`src/rtl/vga_timing_gen_if.sv`:
```
`default_nettype none
// ============================================================================
//  Module      : vga_timing_gen_if
//  Description : Raster timing bundle between the VGA timing generator and
//                the sprite/background draw stages.
//  Revision    : 1.0 - initial release
// ============================================================================
interface vga_timing_gen_if;
  logic       pix_en;
  logic       hs;
  logic       vs;
  logic       blank;
  logic [9:0] DrawX;
  logic [9:0] DrawY;
  logic       line_start;
  logic       vblank_start;
  logic [7:0] frame_count;

  // Timing generator side: consumes the pixel strobe, drives raster state.
  modport master (
    input  pix_en,
    output hs, vs, blank, DrawX, DrawY, line_start, vblank_start, frame_count
  );

  // Draw-stage side: supplies the pixel strobe, observes raster state.
  modport slave (
    output pix_en,
    input  hs, vs, blank, DrawX, DrawY, line_start, vblank_start, frame_count
  );
endinterface
`default_nettype wire

```
`src/rtl/vga_timing_gen.sv`:
```
`default_nettype none
// ============================================================================
//  Module      : vga_timing_gen
//  Description : 640x480@60 VGA raster generator. Produces hs/vs, the visible
//                region flag, pixel coordinates, line/vblank pulses and a
//                free-running frame counter, all registered and aligned.
//  Revision    : 1.0 - initial release
// ============================================================================
module vga_timing_gen #(
  parameter int H_VISIBLE = 640,
  parameter int H_FRONT   = 16,
  parameter int H_SYNC    = 96,
  parameter int H_BACK    = 48,
  parameter int V_VISIBLE = 480,
  parameter int V_FRONT   = 10,
  parameter int V_SYNC    = 2,
  parameter int V_BACK    = 33,
  parameter bit SYNC_POL  = 1'b0
) (
  input  logic              vga_clk,
  input  logic              reset,
  vga_timing_gen_if.master  vif
);

  localparam int         c_H_TOTAL  = H_VISIBLE + H_FRONT + H_SYNC + H_BACK;
  localparam int         c_V_TOTAL  = V_VISIBLE + V_FRONT + V_SYNC + V_BACK;
  localparam logic [9:0] c_H_LAST   = 10'(c_H_TOTAL - 1);
  localparam logic [9:0] c_V_LAST   = 10'(c_V_TOTAL - 1);
  localparam logic [9:0] c_H_VIS    = 10'(H_VISIBLE);
  localparam logic [9:0] c_V_VIS    = 10'(V_VISIBLE);
  localparam logic [9:0] c_HS_BEG   = 10'(H_VISIBLE + H_FRONT);
  localparam logic [9:0] c_HS_END   = 10'(H_VISIBLE + H_FRONT + H_SYNC);
  localparam logic [9:0] c_VS_BEG   = 10'(V_VISIBLE + V_FRONT);
  localparam logic [9:0] c_VS_END   = 10'(V_VISIBLE + V_FRONT + V_SYNC);
  localparam logic       c_SYNC_ACT = SYNC_POL;

  // r_hc/r_vc hold the position that the next enabled edge will present;
  // the output registers below hold the position currently on screen.
  logic [9:0] r_hc;
  logic [9:0] r_vc;

  logic [9:0] r_draw_x;
  logic [9:0] r_draw_y;
  logic       r_blank;
  logic       r_hs;
  logic       r_vs;
  logic       r_line_start;
  logic       r_vblank_start;
  logic [7:0] r_frame_count;

  logic w_h_last;
  logic w_v_last;
  logic w_visible;
  logic w_hs_act;
  logic w_vs_act;
  logic w_line_start;
  logic w_vblank_start;

  assign w_h_last       = (r_hc == c_H_LAST);
  assign w_v_last       = (r_vc == c_V_LAST);
  assign w_visible      = (r_hc < c_H_VIS) && (r_vc < c_V_VIS);
  assign w_hs_act       = (r_hc >= c_HS_BEG) && (r_hc < c_HS_END);
  assign w_vs_act       = (r_vc >= c_VS_BEG) && (r_vc < c_VS_END);
  assign w_line_start   = (r_hc == 10'd0);
  assign w_vblank_start = w_line_start && (r_vc == c_V_VIS);

  // Raster position counters: hc every enabled pixel, vc at end of line.
  always_ff @(posedge vga_clk or posedge reset) begin
    if (reset) begin
      r_hc <= 10'd0;
      r_vc <= 10'd0;
    end else if (vif.pix_en) begin
      if (w_h_last) begin
        r_hc <= 10'd0;
        r_vc <= w_v_last ? 10'd0 : r_vc + 10'd1;
      end else begin
        r_hc <= r_hc + 10'd1;
      end
    end
  end

  // Output registers: every flag is decoded from the same (hc, vc) that is
  // loaded into DrawX/DrawY, so coordinates and flags never skew.
  always_ff @(posedge vga_clk or posedge reset) begin
    if (reset) begin
      r_draw_x       <= 10'd0;
      r_draw_y       <= 10'd0;
      r_blank        <= 1'b0;
      r_hs           <= ~c_SYNC_ACT;
      r_vs           <= ~c_SYNC_ACT;
      r_line_start   <= 1'b0;
      r_vblank_start <= 1'b0;
      r_frame_count  <= 8'd0;
    end else if (vif.pix_en) begin
      r_draw_x       <= r_hc;
      r_draw_y       <= r_vc;
      r_blank        <= w_visible;
      r_hs           <= w_hs_act ? c_SYNC_ACT : ~c_SYNC_ACT;
      r_vs           <= w_vs_act ? c_SYNC_ACT : ~c_SYNC_ACT;
      r_line_start   <= w_line_start;
      r_vblank_start <= w_vblank_start;
      if (w_vblank_start) begin
        r_frame_count <= r_frame_count + 8'd1;
      end
    end
  end

  assign vif.DrawX        = r_draw_x;
  assign vif.DrawY        = r_draw_y;
  assign vif.blank        = r_blank;
  assign vif.hs           = r_hs;
  assign vif.vs           = r_vs;
  assign vif.line_start   = r_line_start;
  assign vif.vblank_start = r_vblank_start;
  assign vif.frame_count  = r_frame_count;

endmodule
`default_nettype wire

```
`src/flat_wrapper.sv`:
```
// flat-port wrapper written by rule: the top's interface ports become plain ports
module vga_timing_gen_flat 
#(
  parameter int H_VISIBLE = 640,
  parameter int H_FRONT   = 16,
  parameter int H_SYNC    = 96,
  parameter int H_BACK    = 48,
  parameter int V_VISIBLE = 480,
  parameter int V_FRONT   = 10,
  parameter int V_SYNC    = 2,
  parameter int V_BACK    = 33,
  parameter bit SYNC_POL  = 1'b0
)
  (vga_clk, reset, vif_pix_en, vif_hs, vif_vs, vif_blank, vif_DrawX, vif_DrawY, vif_line_start, vif_vblank_start, vif_frame_count);
  vga_timing_gen_if vif_i ();
  input  logic vga_clk;
  input  logic reset;
  input wire logic [$bits(vif_i.pix_en)-1:0] vif_pix_en;
  output wire logic [$bits(vif_i.hs)-1:0] vif_hs;
  output wire logic [$bits(vif_i.vs)-1:0] vif_vs;
  output wire logic [$bits(vif_i.blank)-1:0] vif_blank;
  output wire logic [$bits(vif_i.DrawX)-1:0] vif_DrawX;
  output wire logic [$bits(vif_i.DrawY)-1:0] vif_DrawY;
  output wire logic [$bits(vif_i.line_start)-1:0] vif_line_start;
  output wire logic [$bits(vif_i.vblank_start)-1:0] vif_vblank_start;
  output wire logic [$bits(vif_i.frame_count)-1:0] vif_frame_count;
  assign vif_i.pix_en = vif_pix_en;
  assign vif_hs = vif_i.hs;
  assign vif_vs = vif_i.vs;
  assign vif_blank = vif_i.blank;
  assign vif_DrawX = vif_i.DrawX;
  assign vif_DrawY = vif_i.DrawY;
  assign vif_line_start = vif_i.line_start;
  assign vif_vblank_start = vif_i.vblank_start;
  assign vif_frame_count = vif_i.frame_count;
  vga_timing_gen #(.H_VISIBLE(H_VISIBLE), .H_FRONT(H_FRONT), .H_SYNC(H_SYNC), .H_BACK(H_BACK), .V_VISIBLE(V_VISIBLE), .V_FRONT(V_FRONT), .V_SYNC(V_SYNC), .V_BACK(V_BACK), .SYNC_POL(SYNC_POL)) u_core (.vga_clk(vga_clk), .reset(reset), .vif(vif_i));
endmodule
```
`config.mk`:
```
export PLATFORM = sky130hd
export DESIGN_NAME = vga_timing_gen_flat
export DESIGN_NICKNAME = d
export VERILOG_FILES = /design/src/rtl/vga_timing_gen_if.sv /design/src/rtl/vga_timing_gen.sv /design/src/flat_wrapper.sv
export SDC_FILE = /design/constraint.sdc
export NUM_CORES = 1
export LEC_CHECK = 0
export CAP_MARGIN = 20
export CORE_MARGIN = 3
export CORE_UTILIZATION = 41
export CTS_CLUSTER_SIZE = 10
export DETAILED_ROUTE_END_ITERATION = 12
export PLACE_DENSITY = 0.67
export SLEW_MARGIN = 20
export SYNTH_ARGS = -nofsm -noshare
export SYNTH_HDL_FRONTEND = slang
export SYNTH_SLANG_ARGS = --single-unit
```
`constraint.sdc`:
```
create_clock -name vga_clk -period 6.05 [get_ports vga_clk]
set_clock_uncertainty 0.05 [all_clocks]
set_input_delay 0.9075 -clock vga_clk [delete_from_list [all_inputs] [get_ports vga_clk]]
set_output_delay 0.9075 -clock vga_clk [all_outputs]
set_load 0.005 [all_outputs]
```
==> metrics list <==
- In the final timing run, aggregate negative setup slack is 0 ps.
- The region available for standard cell placement spans 5640 µm².
* Cell type with the highest aggregate area in the netlist: dfrtp_1
- Of all nets on the critical path, the largest fanout is 36.
- Type of the worst min-delay path: reg2reg
- Vias per cell: 5.32
* Clock-pin slew on the worst setup and hold paths: 90 ps
- Once placement completed, the tool counted placed cells totaling ~310.
- Count of warnings emitted by yosys: 0
- Number of buffer cells added on primary ports: 35
* Startpoint of the worst setup timing path: vif_pix_en
- First-pass GRT wire length: 8.10 mm
* DRC Markers: 0
- Startpoint of the worst-slack reg-to-reg timing path: u_core.r_vc[0]
* Top cell type's share of synthesized area: between 50% and 60%
- Relative contribution of sequential cells to total power: 55.4%
- TritonCTS built the clock tree.
- Total detailed-routing wirelength: 4.68 mm
- For this design the total switching power over the nets is 0.000239 W.
- Power density over cell area: roughly 280 nW/µm²
* Part of the power in the clock network: around a quarter
- Crit Reg-Reg Endpoint: u_core.vif.frame_count[1]
* Clock buffers created by TritonCTS: 5
* Clock Sink Count: 53
- In this run the tightest slew margin relative to its limit is 60.7%.
* Minimum period implied by the final worst setup slack: 2990 ps
* Starting utilization of the core area: 43.3%
- Nature of the critical path endpoint: flop
- After global routing the overflow that remains totals 0.
- Length of the first detailed-routing pass in iterations: 4
- Half-perimeter wire length after detailed placement: 3.35 mm
* Area Growth Syn to Fin: 20.6%
* Quantity of gates resized following cts: 0
* Cells taking the most area after synthesis: dfrtp_1, mux2_2, xnor2_1
- Top Ports: 36
- Data arrives at the worst endpoint at between 3000 and 4000 ps.
- Number of distinct library cells after synthesis: 39
- Share of final-layout standard cells stronger than drive strength 1: 16.0%
- Fraction of power spent switching nets: roughly 29%
- The initial antenna violation count was 0.
- Cell leakage power: 1.29 nW
- Post-route fraction of the period consumed by the critical path: ~50%
* Htree depth: 2
- Vias: 1681
- The die covers approximately 7000 µm².
- Critical path class: in2reg
- WL/cell: 14.8 µm
- DRC marker count from the first detailed-route iteration: ~70
* Maximum root-to-sink buffer count: 2
- Static timing analysis puts the maximum clock frequency at 334 MHz.
- Setup violation total in the final timing report: 0
* Mean post-synth cell area: 11.6 µm²
- Kind of start point of the critical path: input port
- The setup check on the worst reg-to-reg path leaves a slack of ~4000 ps.
- Main flop type after synthesis: dfrtp_1
* Final cell count without fillers: 316
- Fin nets: 253
- The floorplan step set the die width to 83.2 µm.
- Ant diodes: 0
- Across every metal layer, demand over resource in global routing totals 14.4%.
- Flip-flop and latch count after synthesis: 53
- The share of the Yosys chip area taken by registers is 54.4%.
* Run status: finished clean
- Counting flops with a built-in enable in the synthesized netlist gives 0.
- Once detail routing completed, the nets flagged for antenna violations numbered 0.
- Counting cells, the worst reg-to-reg path comes to 6.
- Via count of the first global-routing pass: 1678
- Die H: 83.2 µm
* Required time of the critical path: between 6000 and 7000 ps
- Synthesized netlist net count: 220
- VDD IR-drop max: 217 µV
- The floorplan has 27 rows.
- Cell area after technology mapping: 2440 µm²
* Final RePlAce weighted congestion: 0.810
- Worst slew pin tran: 584 ps
- Async set-reset flop share out of synthesis: between 90% and 100%
- Instance count of the mapped netlist: about 210
* Comb power frac: between 20% and 30%
* RSZ-0062 raised after global routing: false
* Pins Over Slew Limit: 0
- Number of max-cap violations: 0
- Internal power contribution: 0.000600 W
- Post-CTS Hold Fix Bufs: 0
* Buffers inserted during post-CTS setup optimization: 0
- Clock latency on the worst-skew pair, taken at its later pin, is 300 ps.
- The final-report hold violation count was 0.
- Entering global routing, the biggest net connects 37 pins.
* Buffer type at the clock tree root: clkbuf_8
- In this run the worst setup path terminates at u_core.vif.frame_count[1].
- Final core utilization: 52.2%
layout make-up:
cell class / instances / area, µm²
multi-input cells: 137 / 1020
fillers: 496 / 2700
inverters: 10 / 37.5
well taps: 72 / 90.1
flip-flops and latches: 53 / 1330
repair buffers: 37 / 378
clock buffers: 7 / 86.3
critical path: stages:
cell             delay (ps)
clkdlybuf4s50_1         450
buf_4                   360
nor4b_1                 400
nand4_1                 340
nor2_1                  300
mux2_2                  380
cell usage after synthesis (2+ instances only):
master and instances:
o21ai_0 4, xnor2_1 9, a31oi_1 3, dfrtp_1 51
and3_1 3, ha_1 6, nor2_1 13, or3_1 2
a21o_1 3, xor2_1 9, a32o_1 2, mux2i_1 2
o22ai_1 2, nand3_1 12, nand4_1 9, dfstp_2 2
nand2_1 8, buf_1 2, clkbuf_1 6, nor4_1 6
nor3_1 8, buf_2 2, inv_1 10, mux2_2 22
worst min path at each step:
stage / slack [ps] / to / startpoint / cells after the start
floorplan: 410 / u_core.vif.frame_count[7] / u_core.vif.frame_count[7] / 1
CTS: 430 / u_core.vif.frame_count[7] / u_core.vif.frame_count[7] / 1
finish: 430 / u_core.vif.frame_count[7] / u_core.vif.frame_count[7] / 1
global placement: 410 / u_core.vif.frame_count[7] / u_core.vif.frame_count[7] / 1
global route: 460 / u_core.vif.vblank_start / u_core.vif.vblank_start / 1
detailed placement: 410 / u_core.vif.frame_count[7] / u_core.vif.frame_count[7] / 1
cell usage in the layout, fill, tap and decap left out, types with 2 or more instances in the layout:
master,netlist,routed
mux2i_1,2,2
inv_1,10,9
mux2_2,22,22
xnor2_1,9,9
o22ai_1,2,2
dfrtp_1,51,51
or3_1,2,2
clkbuf_8,0,6
dfstp_2,2,2
clkdlybuf4s50_1,0,35
o21ai_0,4,4
xor2_1,9,9
nand4_1,9,9
ha_1,6,6
nand3_1,12,12
nor3_1,8,8
nand2_1,8,8
and3_1,3,3
a21o_1,3,3
a31oi_1,3,3
a32o_1,2,2
nor4_1,6,6
nor2_1,13,13
flip-flops by register name (all words and copies together), names as in the netlist:
signal and count:
u_core.r_hc 10, u_core.vif.vblank_start 1, u_core.vif.DrawX 10, u_core.vif.line_start 1, u_core.vif.frame_count 8, u_core.vif.DrawY 10, u_core.vif.blank 1, u_core.vif.hs 1
u_core.r_vc 10, u_core.vif.vs 1
cell families (layout without fill, tap and decap cells):
kind of cell | after synthesis | in the layout | share of synthesized area (%)
multiplexers | 24 | 24 | 11.0
AO/OA/AOI/OAI | 19 | 19 | 5.48
adder cells (fa/ha/maj) | 6 | 6 | 3.07
XOR/XNOR | 18 | 18 | 6.46
AND/OR/NAND/NOR | 70 | 70 | 16.0
buffers and inverters | 21 | 54 | 3.64
flip-flops | 53 | 53 | 54.4
power groups by stage:
stage	Clock, W	Sequential [W]	Combinational, W
after CTS	0.000203	0.000465	0.000181
after floorplan	0	0.000440	0.000133
after global routing	0.000217	0.000473	0.000196
after global placement	0	0.000470	0.000174
after detailed placement	0	0.000471	0.000179
final	0.000196	0.000465	0.000178
metrics by stage:
stage	worst slack (ps)	area (µm²)	hold slack, ps	total power, W
after floorplan	3630	2440	415	0.000573
after global placement	2860	2840	407	0.000645
after global routing	2860	2950	460	0.000886
after CTS	3060	2950	426	0.000848
after detailed placement	2730	2860	414	0.000651
final	3060	2950	427	0.000839
metal layers:
layer / global-route usage (%) / up-vias / wire (µm)
met5: 0 / - / 0
met4: 5.35 / 0 / 70
met3: 3.17 / 7 / 171
met2: 21.8 / 36 / 2100
met1: 20.2 / 824 / 2340
li1: - / 814 / -
No activity file was read; power rests on OpenSTA's default activity.
